$ cat src/rtl/reset_request_ctrl.sv
// reset_request_ctrl
// Collects every reset request in the SoC and turns each accepted one into a
// clean raw reset pulse. After the pulse comes a hold-off window in which new
// requests are dropped. A sticky cause register records which source fired.
//
// Optional feature: define RESET_WATCHDOG_EN to build the watchdog timer.
// Without it, wdtEnable/wdtKick are ignored and cause[2] stays 0.
//
// Ports:
//   clk        free-running board clock
//   rst        asynchronous active-high power-on reset
//   btnRst     raw asynchronous push-button, active-high
//   swRstReq   single-cycle software reset strobe (clk domain)
//   wdtEnable  watchdog runs while high
//   wdtKick    single-cycle strobe, restarts the watchdog
//   causeClr   single-cycle strobe, clears cause
//   rstReq     registered reset request pulse, active-high
//   busy       high while a pulse or its hold-off window is in progress
//   cause      sticky {wdt, sw, btn} request flags
module reset_request_ctrl #(
    parameter int DEBOUNCE_BITS  = 16,
    parameter int PULSE_CYCLES   = 16,
    parameter int HOLDOFF_CYCLES = 256,
    parameter int WDT_BITS       = 28
) (
    input  logic       clk,
    input  logic       rst,
    input  logic       btnRst,
    input  logic       swRstReq,
    input  logic       wdtEnable,
    input  logic       wdtKick,
    input  logic       causeClr,
    output logic       rstReq,
    output logic       busy,
    output logic [2:0] cause
);

    localparam int CNT_MAX = (PULSE_CYCLES > HOLDOFF_CYCLES) ? PULSE_CYCLES : HOLDOFF_CYCLES;
    localparam int CNT_W   = $clog2(CNT_MAX + 1);

    localparam logic [CNT_W-1:0] PULSE_LOAD = CNT_W'(PULSE_CYCLES - 1);
    localparam logic [CNT_W-1:0] HOLD_LOAD  = CNT_W'(HOLDOFF_CYCLES - 1);
    localparam logic [CNT_W-1:0] CNT_ONE    = CNT_W'(1);

    localparam logic [DEBOUNCE_BITS-1:0] DEB_FULL = {DEBOUNCE_BITS{1'b1}};
    localparam logic [DEBOUNCE_BITS-1:0] DEB_PRE  = {{(DEBOUNCE_BITS-1){1'b1}}, 1'b0};
    localparam logic [DEBOUNCE_BITS-1:0] DEB_ONE  = DEBOUNCE_BITS'(1);

    typedef enum logic [1:0] {
        S_IDLE    = 2'd0,
        S_ASSERT  = 2'd1,
        S_HOLDOFF = 2'd2
    } state_t;

    state_t           state;
    state_t           state_nxt;
    logic [CNT_W-1:0] phase_cnt;
    logic [CNT_W-1:0] phase_cnt_nxt;

    logic                     btn_meta_p0;
    logic                     btn_sync_p1;
    logic [DEBOUNCE_BITS-1:0] deb_cnt;
    logic                     btn_evt;
    logic                     sw_evt;
    logic                     wdt_evt;
    logic                     any_evt;
    logic                     in_window;

    logic       rst_req_nxt;
    logic       busy_nxt;
    logic [2:0] cause_set;
    logic [2:0] cause_nxt;

    assign in_window = (state != S_IDLE);

    // Button: two-flop synchronizer, then debounce counter. btn_evt is
    // registered on the cycle the counter reaches all-ones; the counter then
    // saturates, so a fresh event needs a release and a full new press.
    always_ff @(posedge clk or posedge rst) begin
        if (rst) begin
            btn_meta_p0 <= 1'b0;
            btn_sync_p1 <= 1'b0;
            deb_cnt     <= '0;
            btn_evt     <= 1'b0;
        end else begin
            btn_meta_p0 <= btnRst;
            btn_sync_p1 <= btn_meta_p0;
            btn_evt     <= btn_sync_p1 && (deb_cnt == DEB_PRE);
            if (!btn_sync_p1) begin
                deb_cnt <= '0;
            end else if (deb_cnt != DEB_FULL) begin
                deb_cnt <= deb_cnt + DEB_ONE;
            end
        end
    end

    assign sw_evt = swRstReq;

`ifdef RESET_WATCHDOG_EN
    localparam logic [WDT_BITS-1:0] WDT_PRE = {{(WDT_BITS-1){1'b1}}, 1'b0};
    localparam logic [WDT_BITS-1:0] WDT_ONE = WDT_BITS'(1);

    logic [WDT_BITS-1:0] wdt_cnt;

    // The counter wraps to zero on the same cycle it reaches all-ones, so
    // wdt_evt is a single-cycle pulse and the count never holds all-ones.
    always_ff @(posedge clk or posedge rst) begin
        if (rst) begin
            wdt_cnt <= '0;
            wdt_evt <= 1'b0;
        end else begin
            wdt_evt <= 1'b0;
            if (!wdtEnable || wdtKick || in_window) begin
                wdt_cnt <= '0;
            end else if (wdt_cnt == WDT_PRE) begin
                wdt_cnt <= '0;
                wdt_evt <= 1'b1;
            end else begin
                wdt_cnt <= wdt_cnt + WDT_ONE;
            end
        end
    end
`else
    logic unused_wdt;
    assign unused_wdt = wdtEnable ^ wdtKick;
    assign wdt_evt    = 1'b0;
`endif

    assign any_evt = btn_evt | sw_evt | wdt_evt;

    // FSM state register
    always_ff @(posedge clk or posedge rst) begin
        if (rst) begin
            state     <= S_IDLE;
            phase_cnt <= '0;
        end else begin
            state     <= state_nxt;
            phase_cnt <= phase_cnt_nxt;
        end
    end

    // FSM next state: phase_cnt counts down the remaining cycles of the
    // current ASSERT or HOLDOFF phase.
    always_comb begin
        state_nxt     = state;
        phase_cnt_nxt = phase_cnt;
        case (state)
            S_IDLE: begin
                if (any_evt) begin
                    state_nxt     = S_ASSERT;
                    phase_cnt_nxt = PULSE_LOAD;
                end
            end
            S_ASSERT: begin
                if (phase_cnt == '0) begin
                    state_nxt     = S_HOLDOFF;
                    phase_cnt_nxt = HOLD_LOAD;
                end else begin
                    phase_cnt_nxt = phase_cnt - CNT_ONE;
                end
            end
            S_HOLDOFF: begin
                if (phase_cnt == '0) begin
                    state_nxt = S_IDLE;
                end else begin
                    phase_cnt_nxt = phase_cnt - CNT_ONE;
                end
            end
            default: begin
                state_nxt     = S_IDLE;
                phase_cnt_nxt = '0;
            end
        endcase
    end

    // FSM outputs: decoded from the next state and registered below, so
    // every output comes straight from a flop. Events are only recorded when
    // accepted in IDLE; a set beats a same-cycle clear.
    always_comb begin
        rst_req_nxt = (state_nxt == S_ASSERT);
        busy_nxt    = (state_nxt != S_IDLE);
        cause_set   = (state == S_IDLE) ? {wdt_evt, sw_evt, btn_evt} : 3'b000;
        cause_nxt   = (causeClr ? 3'b000 : cause) | cause_set;
    end

    always_ff @(posedge clk or posedge rst) begin
        if (rst) begin
            rstReq <= 1'b0;
            busy   <= 1'b0;
            cause  <= 3'b000;
        end else begin
            rstReq <= rst_req_nxt;
            busy   <= busy_nxt;
            cause  <= cause_nxt;
        end
    end

endmodule
$ cat config.mk
export PLATFORM = sky130hd
export DESIGN_NAME = reset_request_ctrl
export DESIGN_NICKNAME = d
export VERILOG_FILES = /design/src/rtl/reset_request_ctrl.sv
export SDC_FILE = /design/constraint.sdc
export NUM_CORES = 1
export LEC_CHECK = 0
export ABC_AREA = 1
export CAP_MARGIN = 20
export CORE_MARGIN = 2
export CORE_UTILIZATION = 49
export DETAILED_ROUTE_END_ITERATION = 10
export GPL_ROUTABILITY_DRIVEN = 0
export PLACE_DENSITY = 0.76
export SLEW_MARGIN = 25
export SYNTH_ARGS = -nofsm -noshare
export SYNTH_HDL_FRONTEND = slang
export SYNTH_SLANG_ARGS = --single-unit
$ cat constraint.sdc
create_clock -name clk -period 4.2 [get_ports clk]
set_input_delay 0.84 -clock clk [delete_from_list [all_inputs] [get_ports clk]]
set_output_delay 0.84 -clock clk [all_outputs]
set_load 0.05 [all_outputs]
==> reports/results.txt <==
Outcome: completed
Critical Path AT: 1440 ps
Switching share of power: 19.8%
Bufs on Longest Clock Path: 2
Seq/Total Area, Yosys: 43.1%
Final wirelength: 3.71 mm
Slowest cell delay on critical path: 800 ps
Leak Pwr: 1.12 nW
Critical path's top delay family: buffers and inverters
Setup CP Type: reg -> out
Nets: 273
Syn_nets: 260
Initial core utilization: 50.1%
Final Hold Vio Count: 0
Mapped Area: 1980 sq um
Post-DR wirelength/cell: 11.8 microns
CTS tree: done
H-tree depth: 2
Final instance area: 2240 sq um
P_int: 0.592 mW
DP HPWL: 2.66 mm
Crit path launch type: flop
Final Util: 56.7%
CTS Buf Count: 5
# fillers: 337
Seq cells post-synth: 34
# DRC: 0
Row cnt: 23
CP bufs+invs: 1
First-pass GRT wire length: 6.44 mm
Initial antenna violation count: 0
Fmax: 0.439 GHz
Yosys top cell by area: dfrtp_1
P_sw: 0.146 mW
Critical-path cell list: clkdlybuf4s50_1
Critical path's slowest cell: clkdlybuf4s50_1
Pwr dens: 330 nW/um^2
Final setup TNS: 0 ps
RR Startpoint: phase_cnt[0]
Hold Crit Class: reg -> reg
RSZ-0062 raised after global routing: false
Placement-stage cell area: 2090 sq um
Die Width: 67.5 microns
Setup Skew: 9.65 ps
Layout cell share with drive strength beyond 1: 14.0%
Worst slew pin tran: 648 ps
Clk root buf: clkbuf_8
Gr ovfl total: 0
Drt via density: 5.02
Crit path time final: 2280 ps
Mean area per synthesized cell: 7.90 sq um
Number of hold buffers added after cts: 0
Clk sinks: 34
Height of the chip: 67.5 microns
Max-cap violations: 0
Clock group share of total power: 51.4%
Setup Fix Bufs, Post-CTS: 0
Clk_lat worst skew: 290 ps
Routed Antenna Nets: 0
Worst hold start: btn_meta_p0
Post-cts sizing count: 0
Fin crit share: 54.2%
Final setup violation count: 0
Initial DRC count: 97
Power, Total: 0.737 mW
CP max FO: 2
Die footprint: 4560 sq um
Distinct cells, synth: 34
DR vias: 1577
Comb pwr share: 2.9%
Worst EP required: 3360 ps
Synth area leaders: dfrtp_1 43%, nand2_1 15%, nand3_1 6.6%
Critical Path Start: cause[1]
Clock slew at reported path FFs: 80 ps
Pin count of the biggest net entering global routing: 35
IO buf count: 8
Tot GR Track Use: 19.2%
Synthesized instance count: 250
CORE AREA: 3940 sq um
Vias in the first global route: 1559
Sequential power share: 45.6%
YS warnings: 0
Drt first pass iters: 4
Area share of the largest cell type after synthesis: 43.1%
Critical Path End Type: primary output
Worst rel slew slack: 56.8%
Slew Viols, Final: 0
Ports: 12
Worst VDD drop: 255 uV
Ant. Diodes: 0
Area growth from synthesis to layout: 13.2%
## logic make-up after synthesis
group                      synth area share (%)
and+or+nand+nor                            39.5
DFF                                        43.1
buffers and inverters                      7.41
AOI/OAI and AO/OA                          6.59
xor gates and xnor gates                   1.33
adders and majority gates                  1.90
other                                     0.190
## layout make-up
cell class              count  area, sq um  share of cell area [%]
flip-flops and latches     34          851                    38.1
multi-input cells         184          978                    43.8
well taps                  50         62.6                    2.80
inverters                  29          114                    5.09
clock inverters             2         60.1                    2.69
repair buffers              9         87.6                    3.92
clock buffers               6         82.6                    3.69
## state kept, by name, indices dropped and copies added (netlist names)
signal / count
deb_cnt: 16
phase_cnt: 9
cause: 2
state: 2
btn_evt: 1
btn_meta_p0: 1
btn_sync_p1: 1
busy: 1
rstReq: 1
## placed cells by master (no fill, tap or decap), types with 2 or more instances in the layout
| master | instances |
|---|---|
| nand4_1 | 4 |
| or2_2 | 5 |
| nand2_1 | 79 |
| nor3_2 | 3 |
| bufinv_16 | 2 |
| inv_2 | 2 |
| nor2_1 | 18 |
| clkdlybuf4s50_1 | 8 |
| o21bai_1 | 4 |
| inv_1 | 26 |
| a31oi_1 | 3 |
| nor2_2 | 2 |
| nand2_2 | 4 |
| nand2_4 | 3 |
| nor2_4 | 3 |
| nand3_1 | 26 |
| clkbuf_8 | 6 |
| o21ai_0 | 8 |
| dfrtp_1 | 34 |
| a21oi_1 | 5 |
| ha_1 | 3 |
| xor2_1 | 3 |
## synthesized netlist by cell type
library cell / instances
o21bai_1: 4
nand3_2: 1
nor2_4: 3
xor2_1: 3
a21oi_1: 5
o21ai_0: 8
or2_1: 1
inv_6: 1
o21a_1: 1
conb_1: 1
nand3b_1: 1
nand2_1: 79
buf_6: 1
nor2_8: 1
ha_1: 3
nor2_1: 18
clkbuf_8: 1
nor3_2: 3
and2_1: 1
nand2_4: 3
nand3_4: 1
and2_0: 1
or2_2: 5
nand2_2: 4
inv_2: 2
nand3_1: 26
dfrtp_1: 34
nand4_1: 4
o21ai_2: 1
nand4_4: 1
inv_1: 26
a31oi_1: 3
nor2_2: 2
buf_4: 1
## per-stage QoR
stage	instances	worst slack, ps	hold WS, ps
floorplan	250	2610	331
global placement	306	2200	339
detailed placement	306	2190	337
CTS	314	1910	353
global route	314	1870	366
finish	314	1920	348
## metal layers
| metal | vias up | global-route usage [%] | routed length (microns) |
|---|---|---|---|
| met2 | 29 | 34.4 | 1880 |
| li1 | 823 | - | - |
| met1 | 721 | 20.4 | 1670 |
| met3 | 4 | 6.83 | 136 |
| met4 | 0 | 7.40 | 31 |
| met5 | - | 0 | 0 |
## power by group through the flow
| stage | registers, mW | logic, mW | clock network, mW |
|---|---|---|---|
| global route | 0.337 | 0.0252 | 0.401 |
| detailed placement | 0.343 | 0.0225 | 0 |
| global placement | 0.343 | 0.0223 | 0 |
| CTS | 0.336 | 0.0224 | 0.388 |
| floorplan | 0.339 | 0.0199 | 0 |
| finish | 0.337 | 0.0216 | 0.379 |
## path summary, 6_finish.rpt
check / end / slack, ps / cells past startpoint
worst max-delay path: cause[1] / 1920 / 1
worst min-delay path: btn_sync_p1 / 350 / 0
worst max register to register: phase_cnt[7] / 2670 / 9
worst min register to register: btn_sync_p1 / 350 / 0
max in group asynchronous: deb_cnt[11] / 2970 / 3
min in group asynchronous: cause[0] / 930 / 3
Power figures use the tool's default switching activity.
